--- config.mk ---
export PLATFORM = sky130hd
export DESIGN_NAME = multdiv_seq
export DESIGN_NICKNAME = d
export VERILOG_FILES = /design/src/rtl/multdiv_seq.sv
export SDC_FILE = /design/constraint.sdc
export NUM_CORES = 1
export LEC_CHECK = 0
export BUFFER_PORTS_ARGS = -buffer_cell sky130_fd_sc_hd__buf_4
export CAP_MARGIN = 5
export CORE_ASPECT_RATIO = 0.5
export CORE_UTILIZATION = 38
export CTS_CLUSTER_SIZE = 10
export DETAILED_ROUTE_END_ITERATION = 6
export MAX_ROUTING_LAYER = met4
export PLACE_DENSITY = 0.66
export SYNTH_ARGS = -nofsm -noshare
export SYNTH_HDL_FRONTEND = slang
export SYNTH_SLANG_ARGS = --single-unit
--- constraint.sdc ---
create_clock -name clock -period 3.9 [get_ports clock]
set_input_delay 0.78 -clock clock [delete_from_list [all_inputs] [get_ports clock]]
set_output_delay 0.78 -clock clock [all_outputs]
set_load 0.05 [all_outputs]
--- src/rtl/multdiv_seq.sv ---
// Sequential signed multiply (radix-2 shift-add) / divide (restoring) unit, WIDTH iterations per op.
// Optional build macro MULTDIV_EARLY_OUT_EN: ops with a zero operand complete one edge after start.
module multdiv_seq #(
    parameter int WIDTH = 32
) (
    input  logic             clock,
    input  logic             reset,
    input  logic [WIDTH-1:0] data_operandA,
    input  logic [WIDTH-1:0] data_operandB,
    input  logic             ctrl_MULT,
    input  logic             ctrl_DIV,
    output logic [WIDTH-1:0] data_result,
    output logic             data_exception,
    output logic             data_resultRDY
);

    localparam logic [1:0] ST_IDLE = 2'd0;
    localparam logic [1:0] ST_MULT = 2'd1;
    localparam logic [1:0] ST_DIV  = 2'd2;
    localparam logic [1:0] ST_DONE = 2'd3;

    localparam int             CW       = $clog2(WIDTH + 1);
    localparam logic [CW-1:0]  CNT_LAST = CW'(WIDTH);
    localparam logic [CW-1:0]  CNT_ONE  = {{(CW-1){1'b0}}, 1'b1};

    function automatic logic [WIDTH-1:0] neg_w(input logic [WIDTH-1:0] v);
        return {WIDTH{1'b0}} - v;
    endfunction

    function automatic logic [WIDTH-1:0] abs_w(input logic [WIDTH-1:0] v);
        return v[WIDTH-1] ? neg_w(v) : v;
    endfunction

    function automatic logic [2*WIDTH-1:0] neg_2w(input logic [2*WIDTH-1:0] v);
        return {(2*WIDTH){1'b0}} - v;
    endfunction

    logic [1:0]         state_q,  state_d;
    logic               is_div_q, is_div_d;
    logic               sign_q,   sign_d;
    logic               dz_q,     dz_d;
    logic [WIDTH-1:0]   opnd_q,   opnd_d;
    logic [2*WIDTH-1:0] acc_q,    acc_d;
    logic [CW-1:0]      cnt_q,    cnt_d;
    logic [WIDTH-1:0]   result_q, result_d;
    logic               exc_q,    exc_d;
    logic               rdy_q,    rdy_d;

    logic               start_s;
    logic               start_div_s;
    logic               b_zero_s;
    logic               early_s;
    logic [WIDTH-1:0]   mag_a_s;
    logic [WIDTH-1:0]   mag_b_s;
    logic [WIDTH:0]     mul_hi_s;
    logic [2*WIDTH-1:0] mul_next_s;
    logic [WIDTH:0]     div_shift_s;
    logic [WIDTH+1:0]   div_diff_s;
    logic               div_ge_s;
    logic [2*WIDTH-1:0] div_next_s;
    logic [2*WIDTH-1:0] prod_s;
    logic [WIDTH-1:0]   quo_s;
    logic [WIDTH-1:0]   fin_res_s;
    logic               fin_exc_s;
    logic               unused_s;

    // MULT has priority when both start pulses arrive together.
    assign start_s     = ctrl_MULT | ctrl_DIV;
    assign start_div_s = ctrl_DIV & ~ctrl_MULT;
    assign b_zero_s    = (data_operandB == {WIDTH{1'b0}});
    assign mag_a_s     = abs_w(data_operandA);
    assign mag_b_s     = abs_w(data_operandB);

`ifdef MULTDIV_EARLY_OUT_EN
    assign early_s = (data_operandA == {WIDTH{1'b0}}) | b_zero_s;
`else
    assign early_s = 1'b0;
`endif

    // Multiply step: upper half accumulates, lower half holds the remaining multiplier bits.
    assign mul_hi_s   = {1'b0, acc_q[2*WIDTH-1:WIDTH]}
                      + (acc_q[0] ? {1'b0, opnd_q} : {(WIDTH+1){1'b0}});
    assign mul_next_s = {mul_hi_s, acc_q[WIDTH-1:1]};

    // Divide step: upper half is the partial remainder, lower half shifts dividend out / quotient in.
    assign div_shift_s = acc_q[2*WIDTH-1:WIDTH-1];
    assign div_diff_s  = {1'b0, div_shift_s} - {2'b00, opnd_q};
    assign div_ge_s    = ~div_diff_s[WIDTH+1];
    assign div_next_s  = div_ge_s ? {div_diff_s[WIDTH-1:0], acc_q[WIDTH-2:0], 1'b1}
                                  : {div_shift_s[WIDTH-1:0], acc_q[WIDTH-2:0], 1'b0};
    // Remainder is always below the divisor magnitude, so these top bits never carry information.
    assign unused_s    = div_diff_s[WIDTH] ^ div_shift_s[WIDTH];

    assign prod_s = sign_q ? neg_2w(acc_q) : acc_q;
    assign quo_s  = sign_q ? neg_w(acc_q[WIDTH-1:0]) : acc_q[WIDTH-1:0];

    // Result and exception selection applied on entry to DONE.
    always_comb begin
        if (is_div_q) begin
            fin_res_s = dz_q ? {WIDTH{1'b0}} : quo_s;
            // A positive quotient with the top bit set only arises from -2^(W-1) / -1.
            fin_exc_s = dz_q | (~sign_q & acc_q[WIDTH-1]);
        end else begin
            fin_res_s = prod_s[WIDTH-1:0];
            fin_exc_s = (prod_s[2*WIDTH-1:WIDTH] != {WIDTH{prod_s[WIDTH-1]}});
        end
    end

    // Next-state logic: a start pulse always wins, aborting any operation in flight.
    always_comb begin
        state_d  = state_q;
        is_div_d = is_div_q;
        sign_d   = sign_q;
        dz_d     = dz_q;
        opnd_d   = opnd_q;
        acc_d    = acc_q;
        cnt_d    = cnt_q;
        result_d = result_q;
        exc_d    = exc_q;
        rdy_d    = 1'b0;
        if (start_s) begin
            state_d  = start_div_s ? ST_DIV : ST_MULT;
            is_div_d = start_div_s;
            sign_d   = data_operandA[WIDTH-1] ^ data_operandB[WIDTH-1];
            dz_d     = start_div_s & b_zero_s;
            opnd_d   = start_div_s ? mag_b_s : mag_a_s;
            acc_d    = early_s ? {(2*WIDTH){1'b0}}
                               : {{WIDTH{1'b0}}, (start_div_s ? mag_a_s : mag_b_s)};
            cnt_d    = early_s ? CNT_LAST : {CW{1'b0}};
        end else begin
            case (state_q)
                ST_MULT, ST_DIV: begin
                    if (cnt_q == CNT_LAST) begin
                        state_d  = ST_DONE;
                        result_d = fin_res_s;
                        exc_d    = fin_exc_s;
                        rdy_d    = 1'b1;
                    end else begin
                        acc_d = (state_q == ST_DIV) ? div_next_s : mul_next_s;
                        cnt_d = cnt_q + CNT_ONE;
                    end
                end
                ST_DONE: state_d = ST_IDLE;
                ST_IDLE: state_d = ST_IDLE;
                default: state_d = ST_IDLE;
            endcase
        end
    end

    // State and output registers.
    always_ff @(posedge clock or negedge reset) begin
        if (!reset) begin
            state_q  <= ST_IDLE;
            is_div_q <= 1'b0;
            sign_q   <= 1'b0;
            dz_q     <= 1'b0;
            opnd_q   <= {WIDTH{1'b0}};
            acc_q    <= {(2*WIDTH){1'b0}};
            cnt_q    <= {CW{1'b0}};
            result_q <= {WIDTH{1'b0}};
            exc_q    <= 1'b0;
            rdy_q    <= 1'b0;
        end else begin
            state_q  <= state_d;
            is_div_q <= is_div_d;
            sign_q   <= sign_d;
            dz_q     <= dz_d;
            opnd_q   <= opnd_d;
            acc_q    <= acc_d;
            cnt_q    <= cnt_d;
            result_q <= result_d;
            exc_q    <= exc_d;
            rdy_q    <= rdy_d;
        end
    end

    assign data_result    = result_q;
    assign data_exception = exc_q;
    assign data_resultRDY = rdy_q;

endmodule

## Word level (Yosys, flattened, before mapping)

Cells that the tools add are included.

- Bits in registers: 141
- Output and inout port bits: 34
- Word-level logic and storage cells: 65

- $add $sub $neg: 7
- Equal/unequal tests: 7
- Mux-type cells: 25
- Bitwise gates (word level): 9
- Reduce and logical (&&, ||, !) cells: 7

Operator list:

| operator | count |
|---|---|
| two-way mux 64 bit | 6 |
| two-way mux 32 bit | 8 |
| subtractor 1 x 32 -> 32 bit, first input constant | 3 |
| subtractor 1 x 64 -> 64 bit, first input constant | 1 |
| subtractor 33 x 32 -> 34 bit | 1 |
| adder 32 x 32 -> 33 bit | 1 |
| logical NOT 32 bit | 1 |
| inequality test 32 bit | 1 |
| two-way mux 6 bit | 3 |
| adder 6 x 1 -> 6 bit, second input constant | 1 |
| == test 6 bit, second input constant | 1 |
| two-way mux 2 bit | 3 |
| == test 2 bit, second input constant | 2 |
| two-way mux 1 bit | 4 |
| case mux 2 bit (2 select lines) | 1 |
| OR reduction 2 bit | 2 |
| bitwise AND 1 bit | 3 |
| inequality test 3 bit, second input constant | 1 |
| NOT 1 bit | 3 |
| AND reduction 3 bit | 1 |
| == test 2 x 1 -> 1 bit, second input constant | 1 |
| logical NOT 2 bit | 1 |
| inequality test 2 bit, second input constant | 1 |
| bitwise OR 1 bit | 2 |
| 3 further kinds | 3 |

## Longest topological paths before layout

Gate-level depths: netlist of run 1.

- Depth in word-level cells: 6
- Mapped depth: 15

## Worst setup path after synthesis of run 1

No wires, ideal clock.

- Path type: flip-flop to flip-flop
- From: register acc_q[11]
- To: register exc_q (netlist: data_exception)
- Arrival: 3.587 ns
- Data required time: 3.770 ns
- Setup slack: 0.183 ns
- Stages on the path, launching flop included: 13
- Cell sequence: dfrtp_1 -> or4_4 -> or4_1 -> buf_2 -> or3_1 -> buf_6 -> o31ai_1 -> xnor2_1 -> nand2_1 -> or4_1 -> a2111oi_0 -> and3_1 -> a31oi_1

- Word-level cells in the longest chain between the ends: 4

RTL lines:

| item | RTL line | text |
|---|---|---|
| start, declared | 43 | `logic [2*WIDTH-1:0] acc_q, acc_d;` |
| start signal, assigned | 158 | `acc_q <= {(2*WIDTH){1'b0}};` |
| subtractor 1 x 64 -> 64 bit | 35 | `return {(2*WIDTH){1'b0}} - v;` |
| two-way mux 64 bit | 94 | `assign prod_s = sign_q ? neg_2w(acc_q) : acc_q;` |
| inequality test 32 bit | 105 | `fin_exc_s = (prod_s[2*WIDTH-1:WIDTH] != {WIDTH{prod_s[WIDTH-1]}});` |
| two-way mux 1 bit | 99 | `if (is_div_q) begin` |
| end signal, assigned | 161 | `exc_q <= 1'b0;` |
| end signal, assigned | 172 | `exc_q <= exc_d;` |
| end, declared | 46 | `logic exc_q, exc_d;` |

Every way passes these cells.
A chain may end at the register's enable or synchronous reset.

## Worst setup path in the final report of run 1

Ends and elaborated chain as after synthesis.

==> results.ini, run 1 <==
[final_layout]
fin_nets = 2033
syn2layout_area_growth_pct = 16.6
drive_gt1_frac = 0.132

[setup_path]
reg2reg_to = data_exception$_DFFE_PN0P_
cp-start-kind = register
r2r.worst_path.cells = 10
cp.required_ns = 4.22
crit_arrival_ns = 4.08
cpMostUsedCell = or4_4
endpoint_kind = register
critPathSlowestCell = or4_4
r2r-start = acc_q[11]$_DFFE_PN0P_
critPathKind = register to register
crit_fanout = 11
slowest_delay_ns = 0.60
r2r_setup_slack_ns = 0.14
path_cells = or4_4 > or4_4 > or3_4 > buf_4 > or4_1 > a211oi_1 > o211ai_1 > or3_1 > o21ai_0 > a31oi_1

[synthesis]
synth_top_area_share = 0.261
synth_warnings = 0
synthAdderAreaFrac = 0.0678
synthTopCellsByCount = 216 x nand2_1, 211 x o21ai_0, 181 x nor2_1
synth_compound_area_frac = 0.278
async_flop_share = 1.00
netlist_instances = 1806
synth_edf_count = 0
synth_top_family_by_area = compound AO/OA/AOI/OAI gates
yosysSeqAreaShare = 0.261
yosysUniqueCellTypes = 71
syn-num-nets = 1946
ys_top_cells_by_area = dfrtp_1 26%, o21ai_0 7.8%, ha_1 6.5%, xor2_1 6.1%, nand2_1 6.0%
synth_flop_cell = dfrtp_1
yosys.area.top_type = dfrtp_1
syn_area_per_cell_sq_um = 7.48
synthMuxAreaShare = 0.0200
ys_ff_latch = 141
synthXorXnorAreaFrac = 0.112
syn_area_sq_um = 13500
synthMostInstantiatedCell = nand2_1
synth-simple-area-share = 0.210

[pwr]
p_leak_nw = 6.87
ir_worst_vdd_uv = 243
p_per_area_nw_per_um2 = 360

[global_route]
gr-usage-all-layers = 0.266
grt_pass1_vias = 12892
grt_max_degree = 104
antenna_found_initial = 1
overflow = 0
grt_pass1_wl_um = 73000

[sta]
whs_ns = 0.294
slew_violations = 0
rsz0062_at_grt = false
period_minus_slack_ns = 3.76
finalCritPeriodShare = 0.964
fmax_mhz = 266
relSlewSlack = 0.355
tightest_slew_ns = 0.968
tns_ns = 0
finalSetupViolCount = 0
finalClockSkew_ns = 0.0113
hold_viol_final = 0
setup_ws_ns = 0.141

[clock_network]
hold_buffers = 0
cts.path.max_buffers = 2
cts-root-buf = clkbuf_16
clk_latency_ns = 0.45
clk_pin_slew_ns = 0.07
cts.sinks = 141
post_cts_buffers = 0
cts_tree = done
htree_levels = 4
cts_buffers = 17

[detailed_routing]
drc = 0
dr_total_vias = 14020
ant_nets = 0
wl_per_cell_um = 19.6
via_per_inst = 5.89
drt_iter0_markers = 1469
drt-total-wl_um = 46600
firstDrtPassIters = 5

[outcome]
status = finished, final reports clean

[place]
hpwl_um = 34900
io_buffers = 101
place_congestion = 0.992
dpl_worst_slack_ns = 0.0145

[floorplan]
initial_core_util = 0.389
core_sq_um = 34700
num_io_pins = 102
die_h_um = 135
die_area_sq_um = 36400
die_w_um = 269
row_count = 48

[job]
cap_violations = 0

[hold_path]
hold_path_class = input pin to asynchronous set/reset pin

[worst max-delay path by stage]
| stage | to | start |
|---|---|---|
| finish | data_exception$_DFFE_PN0P_ | acc_q[11]$_DFFE_PN0P_ |
| global route | data_exception$_DFFE_PN0P_ | acc_q[11]$_DFFE_PN0P_ |
| CTS | data_exception$_DFFE_PN0P_ | acc_q[11]$_DFFE_PN0P_ |
| detailed placement | data_exception$_DFFE_PN0P_ | acc_q[11]$_DFFE_PN0P_ |
| global placement | data_exception$_DFFE_PN0P_ | acc_q[11]$_DFFE_PN0P_ |
| floorplan | data_exception$_DFFE_PN0P_ | acc_q[11]$_DFFE_PN0P_ |
[placed cells by master (no fill, tap or decap), types with 20 or more instances in the layout]
cell / count
xor2_1: 94
a21oi_1: 134
nand2b_1: 20
nor2_1: 180
inv_1: 67
nor2b_1: 22
xnor2_1: 75
o21ai_0: 207
nand2_1: 216
a21o_1: 25
nand4_1: 21
ha_1: 69
buf_4: 178
dfrtp_1: 140
o41ai_1: 20
mux2i_1: 27
a211oi_1: 29
o21a_1: 20
nand3_1: 34
o31ai_1: 39
nor3_1: 31
[sequential cells by signal, summed over array words and instances, names as in the netlist]
| register | flops |
|---|---|
| cnt_q | 6 |
| sign_q | 1 |
| data_result | 32 |
| data_resultRDY | 1 |
| is_div_q | 1 |
| opnd_q | 32 |
| dz_q | 1 |
| state_q | 2 |
| data_exception | 1 |
| acc_q | 64 |
[kinds of logic after synthesis]
group,Yosys count
simple gates,616
compound gates,598
buf+inv,182
xor+xnor,170
flops,141
fa+ha+maj,72
mux,27
[through the flow]
| stage | total power, mW | std cells | instance area (sq um) | util |
|---|---|---|---|---|
| after global routing | 5.97 | 2382 | 15800 | 0.454 |
| after global placement | 3.86 | 2349 | 15100 | 0.435 |
| after detailed placement | 3.86 | 2349 | 15100 | 0.435 |
| after CTS | 5.63 | 2381 | 15700 | 0.452 |
| final | 5.67 | 2382 | 15800 | 0.454 |
| after floorplan | 3.16 | 1806 | 13500 | - |
[power breakdown]
group	leakage, nW	switching (mW)	internal (mW)
combinational	4.77	1.34	0.830
clock	0.289	0.737	1.02
sequential	1.81	0.163	1.58
total	6.87	2.24	3.43
[routing by layer]
metal	share of wire	global-route usage
met1	0.47	0.375
met2	0.42	0.383
met3	0.080	0.0520
met4	0.022	0.0717
met5	0	-
[repair_timing]
item / CTS / global route
endpoints found under the hold margin: 0 / 0
setup endpoints to repair: 1 / 3
gates resized for setup: 2 / 14
gates cloned: 0 / 0
[critical path: cells and delay by family (launching register included)]
family,cells,cell delay (ns)
flops,1,0.39
buf+inv,1,0.21
compound gates,4,0.63
simple gates,5,2.39
[cell type report]
type                            instances  area, sq um
Multi-Input combinational cell       1483         9380
Antenna cell                            1         2.50
Sequential cell                       141         3530
Fill cell                            3483        19000
Clock inverter                         14          179
Clock buffer                           18          429
Timing Repair Buffer                  181         1390
Inverter                               69          259
Tap cell                              475          594
No activity file was read; power rests on OpenSTA's default activity.
==> inputs of run 2 (changes only) <==
--- a/config.mk
+++ b/config.mk
@@ -8,11 +8,11 @@
 export BUFFER_PORTS_ARGS = -buffer_cell sky130_fd_sc_hd__buf_4
 export CAP_MARGIN = 5
 export CORE_ASPECT_RATIO = 0.5
-export CORE_UTILIZATION = 38
+export CORE_UTILIZATION = 56
 export CTS_CLUSTER_SIZE = 10
 export DETAILED_ROUTE_END_ITERATION = 6
 export MAX_ROUTING_LAYER = met4
-export PLACE_DENSITY = 0.66
+export PLACE_DENSITY = 0.87
 export SYNTH_ARGS = -nofsm -noshare
 export SYNTH_HDL_FRONTEND = slang
 export SYNTH_SLANG_ARGS = --single-unit
==> run 2 against run 1 <==
  * Global-route usage increased by 12 points
  * Critical path depth did not move
  * Clock power decreased by 6%
  * Combinational power up 2%
  * Sequential share of layout area up 0.46 points
  * Non-clock buffer count is 5 lower
  * Setup slack worse by 0.028 ns
==> results.ini, run 2 (synthesis gave the netlist of run 1 again) <==
[setup_path]
endpoint_kind = register
cp-start-kind = register
reg2reg_to = data_exception$_DFFE_PN0P_
r2r.worst_path.cells = 10
crit_fanout = 16
critPathKind = register to register
cp.required_ns = 4.22
crit_start = acc_q[19]$_DFFE_PN0P_
crit_arrival_ns = 4.11
r2r_setup_slack_ns = 0.11
r2r-start = acc_q[19]$_DFFE_PN0P_
crit_path_end = data_exception$_DFFE_PN0P_

[final_layout]
drive_gt1_frac = 0.128
stdcell_count = 2209
fill_cells = 1878
syn2layout_area_growth_pct = 14.3
largest_register_ff_count = 64
final_common_cell = nand2_1
fin_util = 0.665
fin_nets = 2028
fin_area_sq_um = 15400
layout_common_cells = 216 x nand2_1, 210 x o21ai_0, 180 x nor2_1
top_register = acc_q

[pwr]
p_total_mw = 5.61
p_leak_nw = 6.83
p_per_area_nw_per_um2 = 363
ir_worst_vdd_uv = 303

[place]
dpl_worst_slack_ns = 0.0523
placed_cell_area_sq_um = 14800
hpwl_um = 33800
dpl.cell_count = 2176
io_buffers = 101
place_congestion = 1.06

[sta]
hold_viol_final = 0
period_minus_slack_ns = 3.79
relSlewSlack = 0.163
setup_ws_ns = 0.113
finalCritPeriodShare = 0.971
whs_ns = 0.381
rsz0062_at_grt = true
fmax_mhz = 264
slew_violations = 0
finalSetupViolCount = 0
tightest_slew_ns = 1.25
tns_ns = 0
finalClockSkew_ns = 0.0159

[global_route]
use_met1 = 0.528
gr-usage-all-layers = 0.387
grt_use_met3 = 0.104
overflow = 0
grt_pass1_wl_um = 73400
use_met2 = 0.552
grt_pass1_vias = 13584
grt_max_degree = 104
antenna_found_initial = 1
busiest_layer = met2

[floorplan]
num_io_pins = 102
die_area_sq_um = 24800
core_sq_um = 23200
row_count = 39
initial_core_util = 0.582
die_w_um = 222
die_h_um = 112

[hold_path]
hold_path_class = input pin to asynchronous set/reset pin

[detailed_routing]
dr_total_vias = 14697
via_per_inst = 6.65
firstDrtPassIters = 6
drc = 0
drt-total-wl_um = 46500
drt_iter0_markers = 2619
ant_nets = 0
wl_per_cell_um = 21.0

[clock_network]
cts_resized = 0
clk_latency_ns = 0.45
htree_levels = 4
cts_buffers = 17
cts.path.max_buffers = 2
cts.sinks = 141
clk_pin_slew_ns = 0.07
cts_tree = done
post_cts_buffers = 0
cts-root-buf = clkbuf_16
hold_buffers = 0

[outcome]
status = finished, final reports clean

[job]
cap_violations = 0

run 2: cell types whose count changed in the layout (fill, tap and decap cells not counted), moves of 2 or more:
| cell | before | now |
|---|---|---|
| buf_4 | 178 | 174 |
| bufinv_16 | 3 | 1 |
| inv_8 | 0 | 2 |
| o21ai_0 | 207 | 210 |
| o21ai_1 | 3 | 1 |
| o41ai_1 | 20 | 18 |
| o41ai_2 | 2 | 4 |
| or3_1 | 19 | 21 |
| or3_4 | 2 | 0 |
run 2: cell type report:
class	count	area, sq um	area share
well taps	307	384	0.0249
inverters	69	259	0.0168
clock buffers	19	443	0.0287
multi-input cells	1483	9360	0.606
flip-flops and latches	141	3530	0.228
clock inverters	13	129	0.00834
repair buffers	176	1340	0.0866
diodes	1	2.50	0.000162
run 2: worst min-delay path by stage:
| stage | start | endpoint | slack [ns] | cells past startpoint |
|---|---|---|---|---|
| 6_report | reset | data_result[15]$_DFFE_PN0P_ | 0.38 | 1 |
| 2_1_floorplan | reset | acc_q[0]$_DFFE_PN0P_ | 0.48 | 0 |
| 5_1_grt | reset | opnd_q[20]$_DFFE_PN0N_ | 0.43 | 1 |
| 3_3_place_gp | data_result[1]$_DFFE_PN0P_ | data_result[1]$_DFFE_PN0P_ | 0.47 | 2 |
| 4_1_cts | reset | data_result[15]$_DFFE_PN0P_ | 0.41 | 1 |
| 3_5_place_dp | data_result[18]$_DFFE_PN0P_ | data_result[18]$_DFFE_PN0P_ | 0.48 | 2 |
run 2: per-layer routing:
layer  vias to the layer above  routed length, um  share of wire
li1                       6694                  -              -
met1                      6889              19100           0.41
met2                       984              19500           0.42
met3                       130               6480           0.14
met4                         0               1410          0.030
met5                         -                  0              0
run 2: power breakdown:
group | internal [mW] | leakage (nW) | switching (mW)
combinational | 0.825 | 4.74 | 1.38
clock | 0.911 | 0.275 | 0.747
sequential | 1.58 | 1.81 | 0.157
run 2: worst max-delay path: stages (launching register included):
cell	delay [ns]
dfrtp_1	0.38
or4_1	0.58
or4_4	0.59
or3_1	0.45
buf_4	0.23
or4_1	0.51
a211oi_1	0.20
o211ai_1	0.10
or3_1	0.31
o21ai_0	0.19
a31oi_1	0.10
==> inputs of run 3 (changes only) <==
--- a/config.mk
+++ b/config.mk
@@ -8,6 +8,7 @@
 export BUFFER_PORTS_ARGS = -buffer_cell sky130_fd_sc_hd__buf_4
 export CAP_MARGIN = 5
 export CORE_ASPECT_RATIO = 0.5
+export CORE_MARGIN = 3
 export CORE_UTILIZATION = 56
 export CTS_CLUSTER_SIZE = 10
 export DETAILED_ROUTE_END_ITERATION = 6
==> run 3 against run 2 <==
  * Sequential share of layout area decreased by 0.052 points
  * Count of clock-buffer cells in the layout did not move
  * Largest cell class unchanged
  * Critical endpoint unchanged
  * Cell area grew 0.23%
  * Die area grew 5.4%
==> results.ini, run 3 (synthesis gave the netlist of run 1 again) <==
[outcome]
status = finished, final reports clean

[floorplan]
die_h_um = 116
core_sq_um = 23300
die_area_sq_um = 26100
die_w_um = 226
initial_core_util = 0.580
num_io_pins = 102
row_count = 39

[global_route]
overflow = 0
grt_max_degree = 104
grt_pass1_wl_um = 71300
grt_pass1_vias = 13067
antenna_found_initial = 1
gr-usage-all-layers = 0.360

[setup_path]
cp.required_ns = 4.23
critPathKind = register to register
r2r_setup_slack_ns = 0.14
r2r.worst_path.cells = 9
crit_fanout = 4
path_cells = or4_4 > or4_4 > or3_1 > o31ai_1 > xor2_1 > or4_1 > a2111oi_2 > and3_1 > a31oi_1
r2r-start = acc_q[11]$_DFFE_PN0P_
reg2reg_to = data_exception$_DFFE_PN0P_
cp-start-kind = register
endpoint_kind = register
cpMostUsedCell = or4_4
crit_arrival_ns = 4.09
critPathSlowestCell = or4_4
slowest_delay_ns = 0.58

[sta]
whs_ns = 0.369
slew_violations = 0
tightest_slew_ns = 1.23
finalSetupViolCount = 0
fmax_mhz = 266
relSlewSlack = 0.179
finalCritPeriodShare = 0.965
period_minus_slack_ns = 3.76
finalClockSkew_ns = 0.0155
hold_viol_final = 0
tns_ns = 0

[clock_network]
hold_buffers = 0
cts_buffers = 17
cts_tree = done
clk_pin_slew_ns = 0.07
clk_latency_ns = 0.45
cts.path.max_buffers = 2
htree_levels = 4
cts-root-buf = clkbuf_16
cts.sinks = 141

[detailed_routing]
ant_nets = 0
drt-total-wl_um = 45500
dr_total_vias = 14455
via_per_inst = 6.54
drc = 0
wl_per_cell_um = 20.6
drt_iter0_markers = 2170
firstDrtPassIters = 7

[final_layout]
final_common_cell = nand2_1
fin_nets = 2028
multi_input_area_sq_um = 9350
top_register = acc_q
drive_gt1_frac = 0.128
final-seq-area_sq_um = 3530
largest_register_ff_count = 64
fin_area_sq_um = 15500
fill_cells = 1901
layout_common_cells = 216 x nand2_1, 209 x o21ai_0, 180 x nor2_1
syn2layout_area_growth_pct = 14.6

[hold_path]
hold_path_class = input pin to asynchronous set/reset pin

[pwr]
p_leak_nw = 6.85
switchingPower_mw = 2.27
seq_power_share = 0.310
p_per_area_nw_per_um2 = 363
ir_worst_vdd_uv = 328
p_int_mw = 3.34
p_comb_frac = 0.393
power_frac_clock = 0.297
p_total_mw = 5.61
swShare = 0.405

[place]
hpwl_um = 33300
place_congestion = 0.993
io_buffers = 101
placed_cell_area_sq_um = 14900

[job]
cap_violations = 0

run 3: changes by cell type in the layout (fill, tap and decap cells not counted), sizes merged:
cell	previous run	this run
clkinvlp	3	2
clkinv	3	6
inv	75	73
run 3: repair_timing:
item / 4_1_cts / 5_1_grt
gates resized for setup: 0 / 8
setup endpoints to repair: 0 / 1
setup buffers: 0 / 0
hold endpoints to repair: 0 / 0
run 3: per-layer routing:
layer  global-route usage  part of all wire  vias to the layer above  routed length [um]
li1                     -                 -                     6682                   -
met3               0.0974              0.13                       96                5870
met1                0.500              0.43                     6803               19400
met5                    -                 0                        -                   0
met4               0.0981             0.025                        0                1130
met2                0.520              0.42                      874               19100
run 3: how the worst max path moves through the flow:
stage	cells past startpoint	from	to	slack, ns
finish	9	acc_q[11]$_DFFE_PN0P_	data_exception$_DFFE_PN0P_	0.14
global route	9	acc_q[11]$_DFFE_PN0P_	data_exception$_DFFE_PN0P_	-0.007
CTS	10	acc_q[11]$_DFFE_PN0P_	data_exception$_DFFE_PN0P_	0.09
detailed placement	10	acc_q[11]$_DFFE_PN0P_	data_exception$_DFFE_PN0P_	0.11
global placement	10	acc_q[11]$_DFFE_PN0P_	data_exception$_DFFE_PN0P_	0.14
floorplan	12	acc_q[11]$_DFFE_PN0P_	data_exception$_DFFE_PN0P_	0.18
run 3: cell type report:
| type | count | area share |
|---|---|---|
| Clock buffer | 19 | 0.0293 |
| Sequential cell | 141 | 0.228 |
| Timing Repair Buffer | 176 | 0.0888 |
| Clock inverter | 13 | 0.00840 |
| Antenna cell | 1 | 0.000162 |
| Tap cell | 307 | 0.0248 |
| Inverter | 69 | 0.0167 |
| Multi-Input combinational cell | 1483 | 0.604 |
run 3: through the flow:
step                setup slack, ns  utilization  cells
floorplan                     0.183            -   1806
global placement              0.141        0.639   2176
detailed placement            0.109        0.639   2176
CTS                          0.0865        0.664   2208
global route               -0.00679        0.665   2209
finish                        0.137        0.665   2209
run 3: power groups by stage:
stage	logic [mW]	clock network, mW	registers (mW)
6_report	2.21	1.67	1.74
5_1_grt	2.40	1.73	1.75
4_1_cts	2.13	1.66	1.73
3_5_place_dp	2.10	0	1.76
3_3_place_gp	2.09	0	1.75
2_1_floorplan	1.43	0	1.72
run 3: critical path, delay by kind of cell (launching register included):
kind	cells	cell delay, ns
XOR/XNOR	1	0.12
AND/OR/NAND/NOR	5	2.37
flip-flops	1	0.39
AO/OA/AOI/OAI	3	0.75
